$ cat config.mk
export PLATFORM = sky130hd
export DESIGN_NAME = v_query_rsp_q
export DESIGN_NICKNAME = d
export VERILOG_FILES = /design/src/rtl/v_query_rsp_q.sv
export SDC_FILE = /design/constraint.sdc
export NUM_CORES = 1
export LEC_CHECK = 0
export CORE_ASPECT_RATIO = 0.6
export CORE_UTILIZATION = 35
export DETAILED_ROUTE_END_ITERATION = 10
export PLACE_DENSITY = 0.54
export SETUP_SLACK_MARGIN = 0.4
export SYNTH_ARGS = -nofsm -noshare
export SYNTH_HDL_FRONTEND = slang
export SYNTH_SLANG_ARGS = --single-unit
$ cat constraint.sdc
create_clock -name clk -period 4.06 [get_ports clk]
set_input_delay 0.812 -clock clk [delete_from_list [all_inputs] [get_ports clk]]
set_output_delay 0.812 -clock clk [all_outputs]
set_load 0.01 [all_outputs]
$ cat src/rtl/v_query_rsp_q.sv
// Response queue behind the list query pipe: captures each S1 lookup result,
// tags it with a sequence number, buffers it, and hands out issue credit so a
// lookup in flight always has a free slot waiting for it.

package v_pkg;
  typedef logic [15:0] key_t;
  typedef logic [7:0]  volume_t;
  typedef logic [3:0]  listsize_t;
endpackage

module v_query_rsp_q #(
  parameter int DEPTH    = 4,
  parameter int TAG_W    = 4,
  parameter int ERRCNT_W = 8
) (
  input  logic                clk,
  input  logic                rst,
  input  logic                i_lut_vld,
  output logic                o_lut_rdy,
  input  v_pkg::key_t         i_lut_key,
  input  v_pkg::volume_t      i_lut_size,
  input  logic                i_lut_error,
  input  v_pkg::listsize_t    i_lut_listsize,
  output logic                o_rsp_vld,
  input  logic                i_rsp_rdy,
  output v_pkg::key_t         o_rsp_key,
  output v_pkg::volume_t      o_rsp_size,
  output logic                o_rsp_error,
  output v_pkg::listsize_t    o_rsp_listsize,
  output logic [TAG_W-1:0]    o_rsp_tag,
  output logic                o_drop,
  output logic [ERRCNT_W-1:0] o_err_cnt
);

  localparam int PTR_W = $clog2(DEPTH);
  localparam int CNT_W = PTR_W + 1;

  typedef struct packed {
    v_pkg::key_t      key;
    v_pkg::volume_t   size;
    logic             error;
    v_pkg::listsize_t listsize;
    logic [TAG_W-1:0] tag;
  } entry_t;

  entry_t              mem_q [DEPTH];
  entry_t              wr_entry;
  entry_t              head;

  logic [PTR_W-1:0]    wr_ptr_q, wr_ptr_d;
  logic [PTR_W-1:0]    rd_ptr_q, rd_ptr_d;
  logic [CNT_W-1:0]    cnt_q, cnt_d;
  logic                s1_vld_q, s1_vld_d;
  logic [TAG_W-1:0]    tag_q, tag_d;
  logic [ERRCNT_W-1:0] err_cnt_q, err_cnt_d;

  logic                accept;
  logic                push;
  logic                pop;
  logic [CNT_W:0]      credit_sum;

  assign head = mem_q[rd_ptr_q];

  // Credit, handshake decode and next-state for pointers, occupancy, tag and error count.
  always_comb begin
    // In-flight lookup counts against capacity; a same-cycle pop is deliberately ignored.
    credit_sum = {1'b0, cnt_q} + {{CNT_W{1'b0}}, s1_vld_q};
    o_lut_rdy  = credit_sum < (CNT_W + 1)'(DEPTH);
    accept     = i_lut_vld & o_lut_rdy;
    o_drop     = i_lut_vld & ~o_lut_rdy;
    o_rsp_vld  = (cnt_q != '0);
    push       = s1_vld_q;
    pop        = o_rsp_vld & i_rsp_rdy;

    wr_entry.key      = i_lut_key;
    wr_entry.size     = i_lut_size;
    wr_entry.error    = i_lut_error;
    wr_entry.listsize = i_lut_listsize;
    wr_entry.tag      = tag_q;

    s1_vld_d  = accept;
    wr_ptr_d  = wr_ptr_q;
    rd_ptr_d  = rd_ptr_q;
    cnt_d     = cnt_q;
    tag_d     = tag_q;
    err_cnt_d = err_cnt_q;

    if (push) begin
      wr_ptr_d = wr_ptr_q + 1'b1;
      tag_d    = tag_q + 1'b1;
      if (i_lut_error && (err_cnt_q != '1)) begin
        err_cnt_d = err_cnt_q + 1'b1;
      end
    end
    if (pop) begin
      rd_ptr_d = rd_ptr_q + 1'b1;
    end

    case ({push, pop})
      2'b10:   cnt_d = cnt_q + 1'b1;
      2'b01:   cnt_d = cnt_q - 1'b1;
      default: cnt_d = cnt_q;
    endcase

    o_rsp_key      = head.key;
    o_rsp_size     = head.size;
    o_rsp_error    = head.error;
    o_rsp_listsize = head.listsize;
    o_rsp_tag      = head.tag;
    o_err_cnt      = err_cnt_q;
  end

  // Control registers; clearing s1_vld_q drops any lookup in flight at reset.
  always_ff @(posedge clk) begin
    if (rst) begin
      wr_ptr_q  <= '0;
      rd_ptr_q  <= '0;
      cnt_q     <= '0;
      s1_vld_q  <= 1'b0;
      tag_q     <= '0;
      err_cnt_q <= '0;
    end else begin
      wr_ptr_q  <= wr_ptr_d;
      rd_ptr_q  <= rd_ptr_d;
      cnt_q     <= cnt_d;
      s1_vld_q  <= s1_vld_d;
      tag_q     <= tag_d;
      err_cnt_q <= err_cnt_d;
    end
  end

  // Entry storage, written unconditionally on capture and never reset.
  always_ff @(posedge clk) begin
    if (push) begin
      mem_q[wr_ptr_q] <= wr_entry;
    end
  end

  a_cnt_bound: assert property (@(posedge clk) disable iff (rst)
    cnt_q <= CNT_W'(DEPTH));

  a_no_overflow: assert property (@(posedge clk) disable iff (rst)
    !(push && (cnt_q == CNT_W'(DEPTH)) && !pop));

  a_head_stable: assert property (@(posedge clk) disable iff (rst)
    (o_rsp_vld && !i_rsp_rdy) |=> $stable(head));

endmodule

# ---- Word-level counts from Yosys, hierarchy flattened
# Memories as Yosys holds them, arrays and structs flattened. A register that Yosys moved wholly into a read port is not among the register bits.
# Index checks and enable logic that the tools add are counted.
dict set report op_classes {
  eq_ne 3
  bitwise 4
  order_cmp 1
  add_sub_neg 7
  n_mux 5
  n_reduce_logical 4
}
# operator n
set op_table {}
lappend op_table {{8-bit by 1-bit adder with 8-bit output, second input constant} 1}
lappend op_table {{8-bit != test, second input constant} 1}
lappend op_table {{3-bit one-hot mux with 2 select lines} 1}
lappend op_table {{2-bit by 1-bit adder with 2-bit output, second input constant} 2}
lappend op_table {{3-bit by 1-bit adder with 4-bit output} 1}
lappend op_table {{4-bit by 1-bit adder with 4-bit output, second input constant} 1}
lappend op_table {{4-bit by 3-bit less-than comparator with 1-bit output, second input constant} 1}
lappend op_table {{2-bit 2-to-1 mux} 2}
lappend op_table {{3-bit by 1-bit adder with 3-bit output, second input constant} 1}
lappend op_table {{1-bit bitwise AND} 3}
lappend op_table {{3-bit nonzero test} 1}
lappend op_table {{3-bit by 1-bit subtractor with 3-bit output, second input constant} 1}
lappend op_table {{2-bit by 1-bit equality test with 1-bit output, second input constant} 1}
lappend op_table {{2-bit equality test, second input constant} 1}
lappend op_table {{1-bit 2-to-1 mux} 2}
lappend op_table {{2-bit AND reduction} 1}
lappend op_table {{2-bit nonzero test} 1}
lappend op_table {{1-bit logical AND} 1}
lappend op_table {{1-bit inverter} 1}
dict set report totals {
  ram_bits 132
  register_bits 20
  elab_cells 31
  n_memories 1
}
# memory depth width rd rd_ports_with_merged_regs wr line_no
set memory_table {}
lappend memory_table {mem_q 4 33 1 1 1 46} ;# entry_t mem_q [DEPTH];

# ---- Longest topological paths before layout
dict set report logic_depth {
  ltp_word 4
  depth_mapped 8
}

# ---- Least setup slack after synthesis
# OpenSTA, ideal clock, no wires.
dict set report synth_path {
  kind {input to register}
  from {in i_rsp_rdy}
  to {reg cnt_q[2]}
  path_buffers 0
  required_ns 3.989
  arrival_ns 2.138
  slack_ns 1.851
  stages 7
  path_cell_list {o31a_1 > ha_1 > inv_1 > fa_1 > xor2_1 > or3_1 > a21oi_1}
}
dict set report synth_between {
  elab_chain_len 3
  word_cells_on_any_way 5
  classes_between {2 x eq/ne; 1 x mux; 1 x bitwise; 1 x reduce/logical}
}
# item line_no
set synth_lines {}
lappend synth_lines {{from (decl)} 25} ;# input logic i_rsp_rdy,
lappend synth_lines {{1-bit bitwise AND (*)} 73} ;# pop = o_rsp_vld & i_rsp_rdy;
lappend synth_lines {{2-bit by 1-bit equality test with 1-bit output / 2-bit equality test (equally long branches)} 99} ;# case ({push, pop})
lappend synth_lines {{3-bit one-hot mux with 2 select lines / 2-bit nonzero test (equally long branches)} n/a}
lappend synth_lines {{to (signal assigned)} 125} ;# cnt_q <= cnt_d;
lappend synth_lines {{to (decl)} 52} ;# logic [CNT_W-1:0] cnt_q, cnt_d;
# Mark *: on every way between the ends. The rest lies on a longest branch, timed or not.
# A chain may end at the register's enable or synchronous reset.

==> out/metrics.csv <==
metric,value,unit
cp-start-kind,register,
dieArea,0.0170,mm²
synthMuxAreaShare,0.134,
synth_area_per_cell,20.4,µm²
critPathMaxFanout,21,
routed_wl,10600,µm
drc,0,
clock_latency,410,ps
synthXorXnorAreaFrac,0.0182,
final_cell_area,0.00733,mm²
drv_slew,0,
synthArstFlopShare,0,
core_area,0.0157,mm²
ant_nets,0,
ys_warn_count,0,
worst_slew_pin_slew,963,ps
place_area,0.00676,mm²
yosys.area.top_type,edfxtp_1,
clk_pin_slew,60,ps
syn_inst,283,
grt_pass1_wl,16700,µm
peakVddDrop,0.284,mV
grt_antenna_before_repair,0,
cts_root_buffer,clkbuf_16,
synthSimpleGateAreaFrac,0.0347,
cts_resized,0,
h-tree-depth,4,
period_needed,3100,ps
die_w,168,µm
syn2layout_area_growth,27.1,%
cp.required,3250,ps
postCtsSetupBuffers,0,
numCtsBuffers,17,
num_rows,35,
portBuffers,76,
setup_viol,0,
initial_core_util,0.367,
synthTopCellsByArea,"edfxtp_1 69%, mux4_2 13%, dfxtp_1 7.6%",
gp_congestion,0.713,
min_period_over_period,0.763,
vias_per_cell,4.84,
synth_cell_type_count,31,
setup_tns,0,ps
clock-sinks,154,
die_h,101,µm
drv.max_cap_violation_count,0,
syn_nets,324,
grt_max_degree,34,
yosysSeqAreaShare,0.764,
drt_iter0_markers,197,
nets,411,
drive_gt1_frac,0.191,
cts_tree,done,
ys_seq_elements,154,
pin_count,77,
fin_skew,8.70,ps
synth_top_flop_cell,edfxtp_1,
grt_pass1_vias,2961,
status,completed,
rsz0062_at_grt,false,
hold_slack,526,ps
crit_arrival,2290,ps
p_leak,0.00235,µW
synth_fa_ha_area_frac,0.0187,
layout_common_cells,"132 x edfxtp_1, 76 x clkdlybuf4s50_1, 33 x mux4_2",
end_kind,output pin,
synth_compound_gate_area_share,0.0152,
netlist_area,0.00576,mm²
track_usage,0.136,
synth_top_area_frac,0.688,
pwr_density_cell,579,mW/mm²
final_util,0.466,
hp-class,reg2reg,
hold_buffers,0,
synth_edf_count,132,
maxSlewHeadroom,0.358,
critPathKind,reg2out,
wl_per_cell,18.1,µm
antennaDiodeCount,0,
vias,2838,
fmax,323,MHz
dp_hpwl,6300,µm
clockBufferDepth,2,
overflow,0,
final-hold-violation-count,0,
final_common_cell,edfxtp_1,
synth_top_family_by_area,multiplexers,
first_pass_iters,4,
-- critical path, stage by stage, from the launching register on --
cell,delay [ps]
dfxtp_2,740
buf_4,290
mux4_2,340
clkdlybuf4s50_1,500
-- state kept, by name, summed over array words and instances, names as in the netlist, named ones only --
signal,flops
tag_q,4
o_err_cnt,8
push,1
cnt_q,3
rd_ptr_q,2
mem_q,132
wr_ptr_q,2
-- layout make-up --
cell class | instances | area (µm²)
tap | 203 | 254
fill | 1309 | 8390
clock inverter | 14 | 136
multi-input combinational | 111 | 1280
inverter | 7 | 26.3
sequential | 154 | 4410
timing repair buffer | 79 | 796
clock buffer | 18 | 429
-- kinds of logic after synthesis --
kind of cell / Yosys count
buf+inv: 18
flops: 154
fa+ha+maj: 8
simple gates: 41
xor+xnor: 12
mux: 36
compound gates: 14
-- metal layers --
metal	routed length [µm]	GRT usage	vias up
met2	4540	0.197	66
met1	5530	0.196	1451
met4	89	0.0445	0
met5	0	0	-
met3	442	0.0399	10
li1	-	-	1311
-- Yosys cell counts, drive strengths merged (2+ instances only) --
cell type	instances
inv	7
and2	5
nor2	20
and3	2
nand2	3
a31oi	3
mux2i	3
mux4	33
xnor2	3
dfxtp	22
nand3	2
o211ai	3
o21ai	3
clkbuf	2
ha	7
or3	3
edfxtp	132
a21oi	3
buf	9
nand4	2
xor2	9
-- where the power goes --
part	total, µW	switching, µW	internal, µW
clock network	1500	642	855
registers	1870	68.0	1810
logic	873	362	511
total	4250	1070	3170
-- final timing paths --
| path | start | endpoint | slack [ps] | cells after the start |
|---|---|---|---|---|
| hold reg to reg | cnt_q[2] | cnt_q[2] | 530 | 2 |
| setup / recovery | register | o_rsp_tag[2] | 960 | 3 |
| hold / removal | cnt_q[2] | cnt_q[2] | 530 | 2 |
| setup reg to reg | push | mem_q[3][23] | 2090 | 1 |
-- stage by stage --
stage                     setup WS, ps  power (µW)  instances
after floorplan                   1850        2390        283
after global placement            1310        2790        554
after detailed placement          1280        2800        554
after CTS                          909        4300        586
after global routing               870        4430        586
final                              961        4250        586
Note: power is estimated with default switching activity, not from simulation.
